**config.mk**
```make
export PLATFORM = sky130hd
export DESIGN_NAME = write8to32
export DESIGN_NICKNAME = d
export VERILOG_FILES = /design/src/rtl/write8to32.sv
export SDC_FILE = /design/constraint.sdc
export NUM_CORES = 1
export LEC_CHECK = 0
export ABC_AREA = 1
export BUFFER_PORTS_ARGS = -buffer_cell sky130_fd_sc_hd__clkbuf_2
export CORE_MARGIN = 1
export CORE_UTILIZATION = 29
export CTS_CLUSTER_SIZE = 10
export DETAILED_ROUTE_END_ITERATION = 6
export PLACE_DENSITY = 0.58
export SLEW_MARGIN = 5
export SYNTH_ARGS = -nofsm -noshare
export SYNTH_HDL_FRONTEND = slang
export SYNTH_SLANG_ARGS = --single-unit
export TNS_END_PERCENT = 50
```
**constraint.sdc**
```tcl
create_clock -name _clock -period 3.6 [get_ports _clock]
set_input_delay 1.08 -clock _clock [delete_from_list [all_inputs] [get_ports _clock]]
set_output_delay 1.08 -clock _clock [all_outputs]
set_load 0.02 [all_outputs]
```
**src/rtl/write8to32.sv**
```systemverilog
// write8to32: packs a stream of bytes into 32-bit words, writes each word to
// memory at consecutive addresses from a latched base, and echoes every
// written word on the _valid/_out0 stream.
// Build option: define WRITE8TO32_BIG_ENDIAN_EN to place byte 0 in bits[31:24]
// instead of bits[7:0]. Timing is identical in both byte orders.
module write8to32 #(
    parameter int ADDR_STRIDE = 4
) (
    input  logic               _clock,
    input  logic               _reset,
    input  logic               _start,
    input  logic               _ready,
    input  logic signed [31:0] base,
    input  logic signed [31:0] count,
    input  logic        [7:0]  in_data,
    input  logic               in_valid,
    output logic               in_ready,
    output logic signed [31:0] mem_addr,
    output logic        [31:0] mem_wdata,
    output logic               mem_we,
    input  logic               mem_ack,
    output logic               _done,
    output logic               _valid,
    output logic signed [31:0] _out0
);

    localparam logic [31:0] STRIDE = 32'(ADDR_STRIDE);

    typedef enum logic [2:0] {
        ST_IDLE    = 3'd0,
        ST_COLLECT = 3'd1,
        ST_WRITE   = 3'd2,
        ST_ECHO    = 3'd3,
        ST_DONE    = 3'd4
    } state_t;

    // Place one byte into its lane of the word being assembled.
    function automatic logic [31:0] insert_byte(input logic [31:0] word,
                                                input logic [1:0]  lane,
                                                input logic [7:0]  data);
        logic [31:0] res;
        logic [1:0]  pos;
        res = word;
`ifdef WRITE8TO32_BIG_ENDIAN_EN
        pos = 2'd3 - lane;
`else
        pos = lane;
`endif
        case (pos)
            2'd0:    res[7:0]   = data;
            2'd1:    res[15:8]  = data;
            2'd2:    res[23:16] = data;
            2'd3:    res[31:24] = data;
            default: res        = word;
        endcase
        return res;
    endfunction

    state_t      state_r, state_n;
    logic [31:0] addr_cur_r, addr_cur_n;   // address of the next word to write
    logic [31:0] count_r, count_n;
    logic [31:0] word_idx_r, word_idx_n;
    logic [1:0]  byte_idx_r, byte_idx_n;
    logic [31:0] pack_r, pack_n;
    logic        in_ready_r, in_ready_n;
    logic        mem_we_r, mem_we_n;
    logic [31:0] mem_addr_r, mem_addr_n;
    logic [31:0] mem_wdata_r, mem_wdata_n;
    logic        done_r, done_n;
    logic        valid_r, valid_n;
    logic [31:0] out0_r, out0_n;

    assign in_ready  = in_ready_r;
    assign mem_we    = mem_we_r;
    assign mem_addr  = mem_addr_r;
    assign mem_wdata = mem_wdata_r;
    assign _done     = done_r;
    assign _valid    = valid_r;
    assign _out0     = out0_r;

    // Next-state and next-register computation; every output is registered.
    always_comb begin
        state_n     = state_r;
        addr_cur_n  = addr_cur_r;
        count_n     = count_r;
        word_idx_n  = word_idx_r;
        byte_idx_n  = byte_idx_r;
        pack_n      = pack_r;
        in_ready_n  = in_ready_r;
        mem_we_n    = mem_we_r;
        mem_addr_n  = mem_addr_r;
        mem_wdata_n = mem_wdata_r;
        done_n      = done_r;
        valid_n     = valid_r;
        out0_n      = out0_r;
        case (state_r)
            ST_IDLE: begin
                done_n     = 1'b1;
                in_ready_n = 1'b0;
                if (_start) begin
                    addr_cur_n = base;
                    count_n    = count;
                    word_idx_n = 32'd0;
                    byte_idx_n = 2'd0;
                    if (count <= 32'sd0) begin
                        state_n = ST_DONE;
                    end else begin
                        state_n    = ST_COLLECT;
                        in_ready_n = 1'b1;
                        done_n     = 1'b0;
                    end
                end else begin
                    state_n = ST_IDLE;
                end
            end
            ST_COLLECT: begin
                if (in_valid && in_ready_r) begin
                    pack_n     = insert_byte(pack_r, byte_idx_r, in_data);
                    byte_idx_n = byte_idx_r + 2'd1;
                    if (byte_idx_r == 2'd3) begin
                        state_n     = ST_WRITE;
                        in_ready_n  = 1'b0;
                        mem_we_n    = 1'b1;
                        mem_addr_n  = addr_cur_r;
                        mem_wdata_n = pack_n;
                    end else begin
                        state_n = ST_COLLECT;
                    end
                end else begin
                    state_n = ST_COLLECT;
                end
            end
            ST_WRITE: begin
                if (mem_ack) begin
                    state_n    = ST_ECHO;
                    mem_we_n   = 1'b0;
                    out0_n     = mem_wdata_r;
                    valid_n    = 1'b1;
                    word_idx_n = word_idx_r + 32'd1;
                    addr_cur_n = addr_cur_r + STRIDE;
                end else begin
                    state_n = ST_WRITE;
                end
            end
            ST_ECHO: begin
                if (_ready) begin
                    valid_n = 1'b0;
                    if (word_idx_r == count_r) begin
                        state_n = ST_DONE;
                        done_n  = 1'b1;
                    end else begin
                        state_n    = ST_COLLECT;
                        in_ready_n = 1'b1;
                        byte_idx_n = 2'd0;
                    end
                end else begin
                    state_n = ST_ECHO;
                end
            end
            ST_DONE: begin
                state_n    = ST_IDLE;
                done_n     = 1'b1;
                valid_n    = 1'b0;
                in_ready_n = 1'b0;
            end
            default: begin
                state_n    = ST_IDLE;
                done_n     = 1'b1;
                valid_n    = 1'b0;
                in_ready_n = 1'b0;
                mem_we_n   = 1'b0;
            end
        endcase
    end

    // State and output registers with synchronous reset that drops any partial work.
    always_ff @(posedge _clock) begin
        if (_reset) begin
            state_r     <= ST_IDLE;
            addr_cur_r  <= 32'd0;
            count_r     <= 32'd0;
            word_idx_r  <= 32'd0;
            byte_idx_r  <= 2'd0;
            pack_r      <= 32'd0;
            in_ready_r  <= 1'b0;
            mem_we_r    <= 1'b0;
            mem_addr_r  <= 32'd0;
            mem_wdata_r <= 32'd0;
            done_r      <= 1'b1;
            valid_r     <= 1'b0;
            out0_r      <= 32'd0;
        end else begin
            state_r     <= state_n;
            addr_cur_r  <= addr_cur_n;
            count_r     <= count_n;
            word_idx_r  <= word_idx_n;
            byte_idx_r  <= byte_idx_n;
            pack_r      <= pack_n;
            in_ready_r  <= in_ready_n;
            mem_we_r    <= mem_we_n;
            mem_addr_r  <= mem_addr_n;
            mem_wdata_r <= mem_wdata_n;
            done_r      <= done_n;
            valid_r     <= valid_n;
            out0_r      <= out0_n;
        end
    end

endmodule

```
# After elaboration in Yosys (flattened, before gate mapping)
# Index checks and enable logic that the tools add are counted.
# W data, S select, Z words.
# totals
reg_bits,233
in_bits,78
elab_cells,96
# classes
n_addsub,3
n_lt_le_gt_ge,1
n_eq_ne,15
muxes,42
bitwise,4
reduce_logical,18
# op_table
cell,n
$mux W32,4
$pmux W32 S2,2
$add A32 B1 Y32 const B,1
$add A32 B3 Y32 const B,1
$eq A32 B32 Y1,1
$le A32 B1 Y1 const B,1
$mux W8,4
$mux W1,16
$mux W3,5
$ne A2 B2 Y1 const B,7
$pmux W3 S4,1
$reduce_and A3 Y1,4
$mux W2,5
$reduce_and A5 Y1,2
$pmux W1 S3,3
$eq A3 B2 Y1 const B,2
$pmux W2 S3,1
$reduce_and A2 Y1,3
$eq A2 B2 Y1 const B,2
$not A1 Y1,4
$pmux W1 S4,1
$reduce_and A4 Y1,1
$reduce_or A2 Y1,2
$eq A3 B1 Y1 const B,1
other kinds (9),9

# Depth between registers and ports, before layout
# depth
depth_word,4
depth_mapped,12
depth_no_buf,12

# Worst setup path before layout
# Ideal clock, no wire load.
# synth_timing
kind,input-to-reg
start,input port _reset
end,"register valid_r, in the netlist _valid"
arrival_time_ns,2.019
required_time_ns,3.541
path_slack_ns,1.522
stages,6
n_path_buf,3
path_cell_list,clkbuf_1 -> inv_1 -> buf_2 -> clkbuf_1 -> o221ai_1 -> inv_1
# synth_rtl
element,line_no,rtl
start: declaration,10,"input logic _reset,"
end signal: assignment,204,valid_r <= valid_n;
end: declaration,70,"logic valid_r, valid_n;"
# No word-level cell between the ends.

# Final worst setup path
# layout_timing
start,"register mem_addr_r[2], in the netlist mem_addr[2]"
end,output port mem_addr[2]
# layout_rtl
element,line_no,rtl
start: declaration,67,"logic [31:0] mem_addr_r, mem_addr_n;"
start signal: assignment,201,mem_addr_r <= mem_addr_n;
end: declaration,18,"output logic signed [31:0] mem_addr,"
# No word-level cell between the ends.

==> flow_summary.ini <==
[detailed_routing]
drt_first_pass_iters = 5
vias = 10200
viasPerCell = 4.79
ant_nets = 0
detail_route.wl_per_cell_um = 14.9
drcViolationCount = 0
drt_first_iter_violations = 687
totalWireLength_um = 31800

[place]
io_buffers = 177
dp_hpwl_um = 22800
placedInstanceArea_um2 = 11700
globalplace.congestion = 0.878

[worst_hold_path]
hp-class = flip-flop to flip-flop
min_to = pack_r[17]
hold_start = pack_r[17]
hold_depth = 2

[logic_synthesis]
avgSynthCellArea_um2 = 6.94
ys_seq_elements = 225
ys_async_sr_fraction = 0
ys.flop_type = dfxtp_1
ys_warn_count = 0
synth_cell_types = 46
netlist.top_cell.by_area = dfxtp_1
netlist_area_um2 = 10500
synth_edf_count = 0
synth_nets = 1597
synth_top_area_frac = 0.429
yosysSeqAreaShare = 0.429
synthCells = 1513
yosys-top-cells-area = dfxtp_1 (43%), nand2_1 (11%), o21ai_0 (8.7%)

[cells_and_area]
nNetsFinal = 1741
seq_area_um2 = 4500
final_cell_mix = nand2_1 (309), dfxtp_1 (225), nor2_1 (194), o21ai_0 (183), clkbuf_2 (177)
multi_input_area_um2 = 5050
syn2layout_area_growth_pct = 19.5
drive_gt1_frac = 0.157
antennaDiodeCount = 0
post-route-cell-area_um2 = 12600
final.fill_count = 3833
layout_commonest_cell = nand2_1

[sta]
tns_ns = 0
period_minus_slack_ns = 2.30
setup_violations = 0
fmax_mhz = 435
min_period_over_period = 0.639
rsz0062_at_grt = no
finalHoldViolations = 0
fin_skew_ns = 0.0317
tightest_slew_ns = 0.759
maxSlewViolCount = 0
relSlewSlack = 0.494

[clocking]
post_cts_buffers = 0
cts_sinks = 225
cts_buffers = 28
hold_buffers = 0
cts_tree = yes
ctsRootBufferMaster = clkbuf_16
clockBufferDepth = 3
insertion_delay_ns = 0.58
htreeDepth = 1
cts_resized = 0
clkTransAtPathRegs_ns = 0.05

[floorplanning]
die_width_um = 192
core_um2 = 35600
dieArea_um2 = 37000
die_h_um = 192
ioPinCount = 178
fp-row-count = 69
start_util = 0.295

[grt]
grt_max_degree = 80
grt_pass1_vias = 9647
overflow = 0
antenna_found_initial = 0
track_usage = 0.172
grt_pass1_wl_um = 50600

[power_and_ir_drop]
pwr_density_cell_nw_per_um2 = 474
p_leak_nw = 5.16
peakVddDrop_mv = 0.329

[setup_path]
rr_worst_depth = 9
crit_buf_inv = 1
end_kind = output port
crit_required_ns = 2.52
worst_path_largest_cell_delay_ns = 0.44
path_class = flip-flop to output port
crit_family = flip-flops
path_max_fanout = 2
cp-start-kind = flip-flop
rr_startpoint = state_r[2]
slowest_stage = dfxtp_1
r2r_slack_ns = 1.40
crit_chain = clkbuf_2
r2r_end = addr_cur_r[24]
worst_ep_arrival_time_ns = 1.22

[outcome]
status = complete, no violations

[job]
maxCapViolCount = 0
==> per-stage QoR <==
step / power [mW] / setup slack, ns / instances / utilization / hold slack [ns]
after CTS: 6.00 / 1.28 / 2131 / 0.353 / 0.449
after detailed placement: 3.35 / 0.972 / 2088 / 0.329 / 0.441
after global routing: 6.22 / 1.19 / 2131 / 0.353 / 0.462
after global placement: 3.34 / 1.04 / 2088 / 0.329 / 0.434
after floorplan: 3.15 / 1.52 / 1513 / - / 0.424
final: 5.94 / 1.30 / 2131 / 0.353 / 0.446
==> worst register-to-register path, stage by stage, from the launching register on <==
cell and delay, ns:
dfxtp_1 0.34, inv_1 0.09, nand2_2 0.08, nor2_4 0.15, buf_4 0.42, inv_2 0.40
o21ai_1 0.35, inv_1 0.06, o21ai_0 0.18, nor2_1 0.05
==> routing by layer <==
layer  GRT usage  share of wire  routed length [µm]
met5           0              0                   0
met4      0.0430          0.023                 731
met3      0.0411          0.062                1950
met2       0.288           0.46               14700
met1       0.222           0.45               14300
==> state kept, by name, summed over array words and instances (netlist names) <==
register / cells
_done: 1
_out0: 32
_valid: 1
addr_cur_r: 32
byte_idx_r: 2
count_r: 32
in_ready: 1
mem_addr: 32
mem_wdata: 32
mem_we: 1
pack_r: 24
state_r: 3
word_idx_r: 32
==> area by class of cell <==
| class | instances | share of cell area |
|---|---|---|
| Tap cell | 461 | 0.0460 |
| Clock inverter | 3 | 0.00538 |
| Sequential cell | 225 | 0.359 |
| Clock buffer | 40 | 0.0626 |
| Multi-Input combinational cell | 1057 | 0.402 |
| Timing Repair Buffer | 189 | 0.0778 |
| Inverter | 156 | 0.0471 |
==> cell usage after synthesis (12+ instances only) <==
library cell	n
nand2_1	309
inv_1	151
nor3_1	29
a31oi_1	14
buf_2	23
clkbuf_1	41
a21oi_1	154
xnor2_1	18
o21ai_0	183
nand3_1	48
o21ai_1	12
nand4_1	27
nor2_1	194
dfxtp_1	225
==> report_power, final <==
| part | total, mW | internal (mW) | switching [mW] |
|---|---|---|---|
| clock | 2.65 | 1.57 | 1.08 |
| combinational | 0.617 | 0.205 | 0.411 |
| sequential | 2.68 | 2.59 | 0.0877 |
==> kinds of logic (layout without fill, tap and decap cells) <==
group	after synthesis	in the layout	share of synthesized area
xor gates and xnor gates	23	23	0.0192
muxes	1	1	0.000953
buffers and inverters	231	388	0.0901
DFF	225	225	0.429
AOI/OAI and AO/OA	383	383	0.190
adders and majority gates	6	6	0.00715
and+or+nand+nor	644	644	0.264
==> how the worst max path moves through the flow <==
stage | start | to | slack [ns] | depth (start not counted)
2_1_floorplan | _reset | _valid | 1.52 | 6
3_5_place_dp | in_valid | mem_addr[17] | 0.97 | 8
6_report | mem_addr[2] | mem_addr[2] | 1.30 | 1
3_3_place_gp | in_valid | mem_addr[25] | 1.04 | 8
5_1_grt | state_r[2] | addr_cur_r[24] | 1.19 | 9
4_1_cts | mem_addr[2] | mem_addr[2] | 1.28 | 1
Power figures use the tool's default switching activity.
